### src/rtl/vga_timing_pkg.sv
// Shared encodings and standard timing sets for the parameterised VGA controller.
package vga_timing_pkg;

  localparam int unsigned CNT_W = 12;

  typedef enum logic [1:0] {
    ST_IDLE     = 2'd0,
    ST_RUN      = 2'd1,
    ST_STOPPING = 2'd2
  } vga_state_e;

  typedef struct packed {
    int unsigned sync;
    int unsigned back;
    int unsigned act;
    int unsigned front;
  } axis_timing_t;

  localparam axis_timing_t H_640X480 = '{sync: 96,  back: 48, act: 640, front: 16};
  localparam axis_timing_t V_640X480 = '{sync: 2,   back: 33, act: 480, front: 10};
  localparam axis_timing_t H_800X600 = '{sync: 128, back: 88, act: 800, front: 40};
  localparam axis_timing_t V_800X600 = '{sync: 4,   back: 23, act: 600, front: 1};

  function automatic int unsigned axis_total(axis_timing_t t);
    return t.sync + t.back + t.act + t.front;
  endfunction

endpackage

### src/rtl/vga_ctrl_param_if.sv
// Pixel-source and display-side signals of the VGA controller.
interface vga_ctrl_param_if #(
  parameter int unsigned DATA_W = 24
);
  logic [DATA_W-1:0]                Data;
  logic                             Data_Req;
  logic [vga_timing_pkg::CNT_W-1:0] H_Addr;
  logic [vga_timing_pkg::CNT_W-1:0] V_Addr;
  logic                             VGA_HS;
  logic                             VGA_VS;
  logic                             VGA_BLK;
  logic [DATA_W-1:0]                VGA_RGB;
  logic                             Frame_Start;

  modport master (
    input  Data,
    output Data_Req, H_Addr, V_Addr, VGA_HS, VGA_VS, VGA_BLK, VGA_RGB, Frame_Start
  );

  modport slave (
    output Data,
    input  Data_Req, H_Addr, V_Addr, VGA_HS, VGA_VS, VGA_BLK, VGA_RGB, Frame_Start
  );
endinterface

### src/rtl/vga_axis_cnt.sv
// One timing axis: wrapping position counter with sync, active and early-request decode.
module vga_axis_cnt
  import vga_timing_pkg::*;
#(
  parameter int unsigned SYNC  = 96,
  parameter int unsigned BACK  = 48,
  parameter int unsigned ACT   = 640,
  parameter int unsigned FRONT = 16,
  parameter int unsigned LEAD  = 0
) (
  input  logic             Clk,
  input  logic             Reset_n,
  input  logic             clr,
  input  logic             adv,
  output logic [CNT_W-1:0] cnt,
  output logic             last,
  output logic             in_sync,
  output logic             in_act,
  output logic             in_req,
  output logic [CNT_W-1:0] req_pos
);

  localparam int unsigned TOTAL   = SYNC + BACK + ACT + FRONT;
  localparam int unsigned ACT_BEG = SYNC + BACK;
  localparam int unsigned REQ_BEG = ACT_BEG - LEAD;

  logic [31:0] cnt_w;

  assign cnt_w   = 32'(cnt);
  assign last    = (cnt_w == TOTAL - 1);
  assign in_sync = (cnt_w < SYNC);
  assign in_act  = (cnt_w >= ACT_BEG) && (cnt_w < ACT_BEG + ACT);
  // Request window is the active window shifted LEAD positions earlier.
  assign in_req  = (cnt_w >= REQ_BEG) && (cnt_w < REQ_BEG + ACT);
  assign req_pos = CNT_W'(cnt_w + LEAD - ACT_BEG);

  always_ff @(posedge Clk or negedge Reset_n) begin
    if (!Reset_n) begin
      cnt <= '0;
    end else if (clr) begin
      cnt <= '0;
    end else if (adv) begin
      cnt <= last ? '0 : cnt + CNT_W'(1);
    end
  end

endmodule

### src/rtl/vga_ctrl_param.sv
// Parameterised VGA timing controller with lead-time pixel requests.
//   state       | meaning
//   ST_IDLE     | counters held at 0, all outputs at idle level
//   ST_RUN      | frames generated continuously
//   ST_STOPPING | Enable dropped; finish current frame, then idle
module vga_ctrl_param
  import vga_timing_pkg::*;
#(
  parameter int unsigned DATA_W   = 24,
  parameter int unsigned H_SYNC   = H_640X480.sync,
  parameter int unsigned H_BACK   = H_640X480.back,
  parameter int unsigned H_ACT    = H_640X480.act,
  parameter int unsigned H_FRONT  = H_640X480.front,
  parameter int unsigned V_SYNC   = V_640X480.sync,
  parameter int unsigned V_BACK   = V_640X480.back,
  parameter int unsigned V_ACT    = V_640X480.act,
  parameter int unsigned V_FRONT  = V_640X480.front,
  parameter bit          HS_POL   = 1'b0,
  parameter bit          VS_POL   = 1'b0,
  parameter int unsigned REQ_LEAD = 1
) (
  input  logic              Clk,
  input  logic              Reset_n,
  input  logic              Enable,
  vga_ctrl_param_if.master  bus
);

  localparam int unsigned H_TOTAL = H_SYNC + H_BACK + H_ACT + H_FRONT;
  localparam int unsigned V_TOTAL = V_SYNC + V_BACK + V_ACT + V_FRONT;

  if (H_TOTAL > 4096 || V_TOTAL > 4096 || REQ_LEAD < 1 || REQ_LEAD > 4 ||
      REQ_LEAD > H_BACK) begin : g_bad_params
    $fatal(1, "vga_ctrl_param: unsupported timing parameter set");
  end

  vga_state_e       state;
  logic             running;
  logic [CNT_W-1:0] h_cnt, v_cnt, h_pos, v_pos;
  logic             h_last, v_last, h_sync, v_sync, h_act, v_act, h_req, v_req;
  logic             hs_q, vs_q, blk_q, req_q, fs_q;
  logic [CNT_W-1:0] h_addr_q, v_addr_q;
  logic [DATA_W-1:0] rgb_gated;

  assign running = (state != ST_IDLE);

  vga_axis_cnt #(
    .SYNC(H_SYNC), .BACK(H_BACK), .ACT(H_ACT), .FRONT(H_FRONT), .LEAD(REQ_LEAD)
  ) u_h_cnt (
    .Clk(Clk), .Reset_n(Reset_n), .clr(!running), .adv(running),
    .cnt(h_cnt), .last(h_last), .in_sync(h_sync), .in_act(h_act),
    .in_req(h_req), .req_pos(h_pos)
  );

  vga_axis_cnt #(
    .SYNC(V_SYNC), .BACK(V_BACK), .ACT(V_ACT), .FRONT(V_FRONT), .LEAD(0)
  ) u_v_cnt (
    .Clk(Clk), .Reset_n(Reset_n), .clr(!running), .adv(running && h_last),
    .cnt(v_cnt), .last(v_last), .in_sync(v_sync), .in_act(v_act),
    .in_req(v_req), .req_pos(v_pos)
  );

  always_ff @(posedge Clk or negedge Reset_n) begin
    if (!Reset_n) begin
      state    <= ST_IDLE;
      hs_q     <= ~HS_POL;
      vs_q     <= ~VS_POL;
      blk_q    <= 1'b0;
      req_q    <= 1'b0;
      fs_q     <= 1'b0;
      h_addr_q <= '0;
      v_addr_q <= '0;
    end else begin
      unique case (state)
        ST_IDLE:     if (Enable) state <= ST_RUN;
        ST_RUN:      if (!Enable) state <= ST_STOPPING;
        ST_STOPPING: begin
          if (Enable)                   state <= ST_RUN;
          else if (h_last && v_last)    state <= ST_IDLE;
        end
        default:     state <= ST_IDLE;
      endcase

      // Outputs follow the counter decode by one cycle; idle forces them quiet.
      hs_q     <= (running && h_sync) ? HS_POL : ~HS_POL;
      vs_q     <= (running && v_sync) ? VS_POL : ~VS_POL;
      blk_q    <= running && h_act && v_act;
      req_q    <= running && h_req && v_req;
      fs_q     <= running && (h_cnt == '0) && (v_cnt == '0);
      h_addr_q <= (running && h_req && v_req) ? h_pos : '0;
      v_addr_q <= (running && h_req && v_req) ? v_pos : '0;
    end
  end

  assign rgb_gated       = blk_q ? bus.Data : '0;
  assign bus.VGA_RGB     = rgb_gated;
  assign bus.VGA_HS      = hs_q;
  assign bus.VGA_VS      = vs_q;
  assign bus.VGA_BLK     = blk_q;
  assign bus.Data_Req    = req_q;
  assign bus.Frame_Start = fs_q;
  assign bus.H_Addr      = h_addr_q;
  assign bus.V_Addr      = v_addr_q;

endmodule

### src/flat_wrapper.sv
// flat-port wrapper written by rule: the top's interface ports become plain ports
module vga_ctrl_param_flat import vga_timing_pkg::*;
#(
  parameter int unsigned DATA_W   = 24,
  parameter int unsigned H_SYNC   = H_640X480.sync,
  parameter int unsigned H_BACK   = H_640X480.back,
  parameter int unsigned H_ACT    = H_640X480.act,
  parameter int unsigned H_FRONT  = H_640X480.front,
  parameter int unsigned V_SYNC   = V_640X480.sync,
  parameter int unsigned V_BACK   = V_640X480.back,
  parameter int unsigned V_ACT    = V_640X480.act,
  parameter int unsigned V_FRONT  = V_640X480.front,
  parameter bit          HS_POL   = 1'b0,
  parameter bit          VS_POL   = 1'b0,
  parameter int unsigned REQ_LEAD = 1
)
  (Clk, Reset_n, Enable, bus_Data, bus_Data_Req, bus_H_Addr, bus_V_Addr, bus_VGA_HS, bus_VGA_VS, bus_VGA_BLK, bus_VGA_RGB, bus_Frame_Start);
  vga_ctrl_param_if #(.DATA_W(DATA_W)) bus_i ();
  input  logic Clk;
  input  logic Reset_n;
  input  logic Enable;
  input wire logic [$bits(bus_i.Data)-1:0] bus_Data;
  output wire logic [$bits(bus_i.Data_Req)-1:0] bus_Data_Req;
  output wire logic [$bits(bus_i.H_Addr)-1:0] bus_H_Addr;
  output wire logic [$bits(bus_i.V_Addr)-1:0] bus_V_Addr;
  output wire logic [$bits(bus_i.VGA_HS)-1:0] bus_VGA_HS;
  output wire logic [$bits(bus_i.VGA_VS)-1:0] bus_VGA_VS;
  output wire logic [$bits(bus_i.VGA_BLK)-1:0] bus_VGA_BLK;
  output wire logic [$bits(bus_i.VGA_RGB)-1:0] bus_VGA_RGB;
  output wire logic [$bits(bus_i.Frame_Start)-1:0] bus_Frame_Start;
  assign bus_i.Data = bus_Data;
  assign bus_Data_Req = bus_i.Data_Req;
  assign bus_H_Addr = bus_i.H_Addr;
  assign bus_V_Addr = bus_i.V_Addr;
  assign bus_VGA_HS = bus_i.VGA_HS;
  assign bus_VGA_VS = bus_i.VGA_VS;
  assign bus_VGA_BLK = bus_i.VGA_BLK;
  assign bus_VGA_RGB = bus_i.VGA_RGB;
  assign bus_Frame_Start = bus_i.Frame_Start;
  vga_ctrl_param #(.DATA_W(DATA_W), .H_SYNC(H_SYNC), .H_BACK(H_BACK), .H_ACT(H_ACT), .H_FRONT(H_FRONT), .V_SYNC(V_SYNC), .V_BACK(V_BACK), .V_ACT(V_ACT), .V_FRONT(V_FRONT), .HS_POL(HS_POL), .VS_POL(VS_POL), .REQ_LEAD(REQ_LEAD)) u_core (.Clk(Clk), .Reset_n(Reset_n), .Enable(Enable), .bus(bus_i));
endmodule
### config.mk
export PLATFORM = sky130hd
export DESIGN_NAME = vga_ctrl_param_flat
export DESIGN_NICKNAME = d
export VERILOG_FILES = /design/src/rtl/vga_timing_pkg.sv /design/src/rtl/vga_ctrl_param_if.sv /design/src/rtl/vga_axis_cnt.sv /design/src/rtl/vga_ctrl_param.sv /design/src/flat_wrapper.sv
export SDC_FILE = /design/constraint.sdc
export NUM_CORES = 1
export LEC_CHECK = 0
export BUFFER_PORTS_ARGS = -buffer_cell sky130_fd_sc_hd__buf_2
export CORE_AREA = 2 2 135 71
export CTS_CLUSTER_SIZE = 25
export DETAILED_ROUTE_END_ITERATION = 10
export DIE_AREA = 0 0 137 73
export PLACE_DENSITY = 0.62
export SETUP_SLACK_MARGIN = 0.4
export SLEW_MARGIN = 40
export SYNTH_ARGS = -nofsm -noshare
export SYNTH_HDL_FRONTEND = slang
export SYNTH_SLANG_ARGS = --single-unit
### constraint.sdc
create_clock -name Clk -period 2.1 [get_ports Clk]
set_input_delay 0.315 -clock Clk [delete_from_list [all_inputs] [get_ports Clk]]
set_output_delay 0.315 -clock Clk [all_outputs]
set_load 0.005 [all_outputs]
[Yosys cells after proc, flatten, opt, wreduce, memory -nomap -nowiden]
Cells that the tools add are included.
Word-level totals
  bits in registers: 55
  input bits: 27
  output and inout bits: 53
  word-level logic and storage cells: 64
Operators by class
  $add $sub $neg: 5
  $lt $le $gt $ge: 8
  equality and inequality tests: 8
  mux-type cells: 15
  reductions and logical operators: 18
Operators by type and width (count)
  12-bit 2-to-1 mux: 7
  12-bit by 1-bit adder with 12-bit output, second input constant: 3
  12-bit by 10-bit < comparator with 1-bit output, second input constant: 3
  12-bit by 10-bit == test with 1-bit output, second input constant: 2
  12-bit by 8-bit >= comparator with 1-bit output, second input constant: 2
  12-bit logical NOT: 2
  24-bit 2-to-1 mux: 1
  1-bit logical AND: 13
  12-bit by 6-bit >= comparator with 1-bit output, second input constant: 1
  12-bit by 2-bit < comparator with 1-bit output, second input constant: 1
  12-bit by 7-bit < comparator with 1-bit output, second input constant: 1
  12-bit by 6-bit subtractor with 12-bit output, second input constant: 1
  12-bit by 8-bit subtractor with 12-bit output, second input constant: 1
  2-bit 2-to-1 mux: 4
  2-bit inequality test, second input constant: 3
  2-bit case mux with 3 select lines: 1
  3-bit by 2-bit inequality test with 1-bit output, second input constant: 1
  3-bit AND reduction: 1
  2-bit by 1-bit == test with 1-bit output, second input constant: 1
  2-bit == test, second input constant: 1
  2-bit logical NOT: 1
  1-bit 2-to-1 mux: 2
  2-bit nonzero test: 1

[Logic depth before layout (Yosys ltp)]
  word-level depth: 5
  depth in mapped cells: 7
  depth with buffers taken out: 6

[Modules after synthesis]
From an unflattened synthesis, not the netlist that was laid out.
Unflattened totals
  cells, all modules: 323
  area, all modules: 3201.8 um^2
By module, submodules not included
  vga_ctrl_param: instances 1, cells an instance 105, area an instance 1292.5 um^2
  vga_axis_cnt (u_core.u_v_cnt): instances 1, cells an instance 111, area an instance 969.7 um^2
  vga_axis_cnt (u_core.u_h_cnt): instances 1, cells an instance 107, area an instance 939.7 um^2

[Least setup slack after synthesis]
Ideal clock, no wire load.
  path kind: register to register
  start point: register u_core.u_h_cnt.cnt[0]
  end point: register u_core.u_v_cnt.cnt[10]
  library setup time: 0.124 ns
  data arrival time: 1.857 ns
  path slack: 0.119 ns
  cell stages (with the launch flop): 8
  clock period less this slack: 1.981 ns
  cell sequence: dfrtp_1 > ha_1 > and3_1 > clkbuf_1 > nand4_1 > and2_1 > clkbuf_1 > a211o_1
Between the ends
  longest elaborated chain between the ends: 3
Ends and longest elaborated chain
  from (decl): RTL line vga_axis_cnt.sv:15  | output logic [CNT_W-1:0] cnt,
  from (signal assigned): RTL line vga_axis_cnt.sv:43  | cnt <= last ? '0 : cnt + CNT_W'(1);
  12-bit by 10-bit == test with 1-bit output: RTL line vga_axis_cnt.sv:30  | assign last = (cnt_w == TOTAL - 1);
  1-bit logical AND: RTL line vga_ctrl_param.sv:57  | .Clk(Clk), .Reset_n(Reset_n), .clr(!running), .adv(running && h_last),
  2-bit inequality test (no line)
  to (signal assigned): RTL line vga_axis_cnt.sv:43
  to (decl): RTL line vga_axis_cnt.sv:15
Every way passes these cells.
A chain may end at the register's enable or synchronous reset.

[Worst setup path in the final report]
  start point: register u_core.u_h_cnt.cnt[6]
  end point: register u_core.h_addr_q[9] (netlist: u_core.bus.H_Addr[9])
Between the ends
  longest elaborated chain between the ends: 5
  elaborated cells between the ends (all ways): 8
Ends and longest elaborated chain
  branches (longest 4 deep; another with 12-bit by 1-bit adder with 12-bit output)
  12-bit 2-to-1 mux *: RTL line vga_ctrl_param.sv:89  | h_addr_q <= (running && h_req && v_req) ? h_pos : '0;
  to (signal assigned): RTL line vga_ctrl_param.sv:89
  to (decl): RTL line vga_ctrl_param.sv:41  | logic [CNT_W-1:0] h_addr_q, v_addr_q;
Mark *: on every way between the ends.

==> impl_metrics.toml <==
[worst_setup_path]
arrival_ns = 2.17
worstSetupPathType = "reg -> reg"
worstPathMaxFanout = 7
critical_path_required_ns = 2.31
crit_path_start_kind = "register"
reg2reg_depth = 5
critPathCaptureType = "register"

[place]
routabilityCongestion = 0.993
io_buffers = 79
place_area_um2 = 3660
dp_hpwl_um = 6190
dp.cells = 503

[logic_synthesis]
async_flop_share = 1.00
synth-edff-count = 0
ys_top_cells_by_area = "dfrtp_1 44%, and2_1 5.4%, nor3_2 4.6%"
syn_area_per_cell_um2 = 9.95
synth_top_area_share = 0.440
seq_area_frac_synth = 0.457
yosys.area.top_type = "dfrtp_1"
ys_ff_latch = 55
ys.flop_type = "dfrtp_1"
ys.warnings.count = 0
synthCells = 303
yosysUniqueCellTypes = 50
synth_area_um2 = 3020

[power]
power.density_nw_per_um2 = 615
irDropWorstVdd_mv = 0.317
power.leakage_nw = 1.92

[layout]
layout_commonest_cell = "buf_2"
final_cell_area_um2 = 3930
layout_common_cells = "79 x buf_2, 50 x dfrtp_1, 29 x buf_4"
seq_area_um2 = 1380
diodes = 0
instances_no_fill = 517
nets = 426
nFillCells = 879
multi_input_area_um2 = 1580
syn_to_final_growth_pct = 30.3
drive_gt1_frac = 0.409

[global_routing]
antenna_found_initial = 0
grt_usage = 0.174
grt-ovfl-total = 0
grt_pass1_vias = 2424
grt_pass1_wl_um = 13100
grt_max_degree = 56

[floorplanning]
rows = 25
die_x_um = 137
start_util = 0.335
die_y_um = 73
core_um2 = 9010
dieArea_um2 = 10000
io_pins = 80

[timing]
finalHoldViolations = 0
worst_pin_slew_ns = 0.697
max-slew-margin-rel = 0.535
min_period_ns = 1.97
post-route-period-util = 0.938
slew_viol_final = 0
fmax_mhz = 508
finClkSkew_ns = 0.00781
tns_ns = 0
setup_violations = 0
rsz0062_at_grt = "yes"

[clocking]
cts_sinks = 55
clock_path_buffers = 2
h-tree-depth = 2
cts_root_buffer = "clkbuf_16"
hold_buffers = 0
cts_tree = "yes"
clkSlewWorstSetupHoldPaths_ns = 0.07
insertion_delay_ns = 0.30
cts_buffers = 5

[routing]
ant_nets = 0
routed-via-count = 2673
vias_per_cell = 5.17
totalWireLength_um = 8300
drcViolationCount = 0
drt_iter0_drc = 226
wl_per_cell_um = 16.1
dr.pass1.iters = 4

[outcome]
status = "finished, final reports clean"

[job]
maxCapViolations = 0

[min_path]
min-delay-path-class = "in -> async"
through the flow:
step	hold WS, ns	setup slack, ns	util	power, W
floorplan	0.0194	0.239	-	0.00138
global placement	0.462	0.0442	0.406	0.00154
detailed placement	0.458	0.0551	0.406	0.00155
CTS	0.167	0.157	0.428	0.00241
global route	0.181	0.0673	0.436	0.00253
finish	0.124	0.131	0.436	0.00242
critical path: stages (launching register included):
cell and delay, ns:
dfrtp_1 0.40, or4_4 0.57, a311oi_4 0.34, o2111ai_4 0.21
buf_4 0.18, a211oi_2 0.17
what timing repair did:
action	in CTS	in global routing
endpoints found under the hold margin	0	0
pin swaps	2	3
gates resized for setup	5	14
buffers inserted	4	2
endpoints found under the setup margin	35	42
worst paths after layout:
check / from / slack [ns] / endpoint
max: u_core.u_h_cnt.cnt[6] / 0.13 / u_core.bus.H_Addr[9]
min: Reset_n / 0.12 / u_core.u_v_cnt.cnt[9]
max reg2reg: u_core.u_h_cnt.cnt[6] / 0.13 / u_core.bus.H_Addr[9]
min reg2reg: u_core.u_h_cnt.cnt[0] / 0.46 / u_core.u_h_cnt.cnt[0]
max in group asynchronous: Reset_n / 1.46 / u_core.u_h_cnt.cnt[9]
min in group Clk: Enable / 0.17 / u_core.state[1]
routing by layer:
metal / GRT usage / up-vias / wire [um]
li1: - / 1254 / -
met1: 0.287 / 1291 / 4310
met2: 0.220 / 121 / 3020
met3: 0.0417 / 7 / 910
met4: 0.0344 / 0 / 55
met5: 0 / - / 0
flip-flops by register name, summed over array words and instances (netlist names), 2 cells and up:
register / cells
u_core.bus.V_Addr: 12
u_core.state: 2
u_core.u_v_cnt.cnt: 12
u_core.bus.H_Addr: 12
u_core.u_h_cnt.cnt: 12
area by class of cell:
type                            count  area share
Multi-Input combinational cell    217       0.403
Clock buffer                        6      0.0328
Sequential cell                    55       0.352
Tap cell                          121      0.0385
Inverter                            6     0.00573
Clock inverter                      2     0.00414
Timing Repair Buffer              110       0.164
kinds of logic (layout without fill, tap and decap cells):
logic type,count (synthesis),after routing,share of synthesized area
adders and majority gates,4,4,0.0166
buffers and inverters,32,124,0.0510
muxes,3,3,0.0104
AOI/OAI and AO/OA,44,44,0.121
DFF,55,55,0.457
and+or+nand+nor,146,146,0.290
xor gates and xnor gates,18,18,0.0523
other,1,2,0.00124
report_power, final:
group	leakage [nW]	switching (W)	internal [W]	total, W
registers	0.743	0.0000630	0.00111	0.00118
clock network	0.0675	0.000398	0.000448	0.000846
logic	1.11	0.000218	0.000178	0.000396
cells in the mapped netlist, drive strengths merged (2+ instances only):
cell      n
clkbuf   18
inv       6
a211oi    2
or4       4
and2     26
dfrtp    53
o21ai     5
ha        4
dfstp     2
nor3     25
nor2b     4
a2111oi   5
a211o     5
buf       8
a31oi     2
and3      9
o21a      3
mux2i     2
nand3    10
nand4     9
a21oi     9
xnor2    14
nor4      7
or2       3
a22o      3
nor2     24
or3       6
xor2      4
and4      3
nand2    12
(Power assumes the default switching activity.)
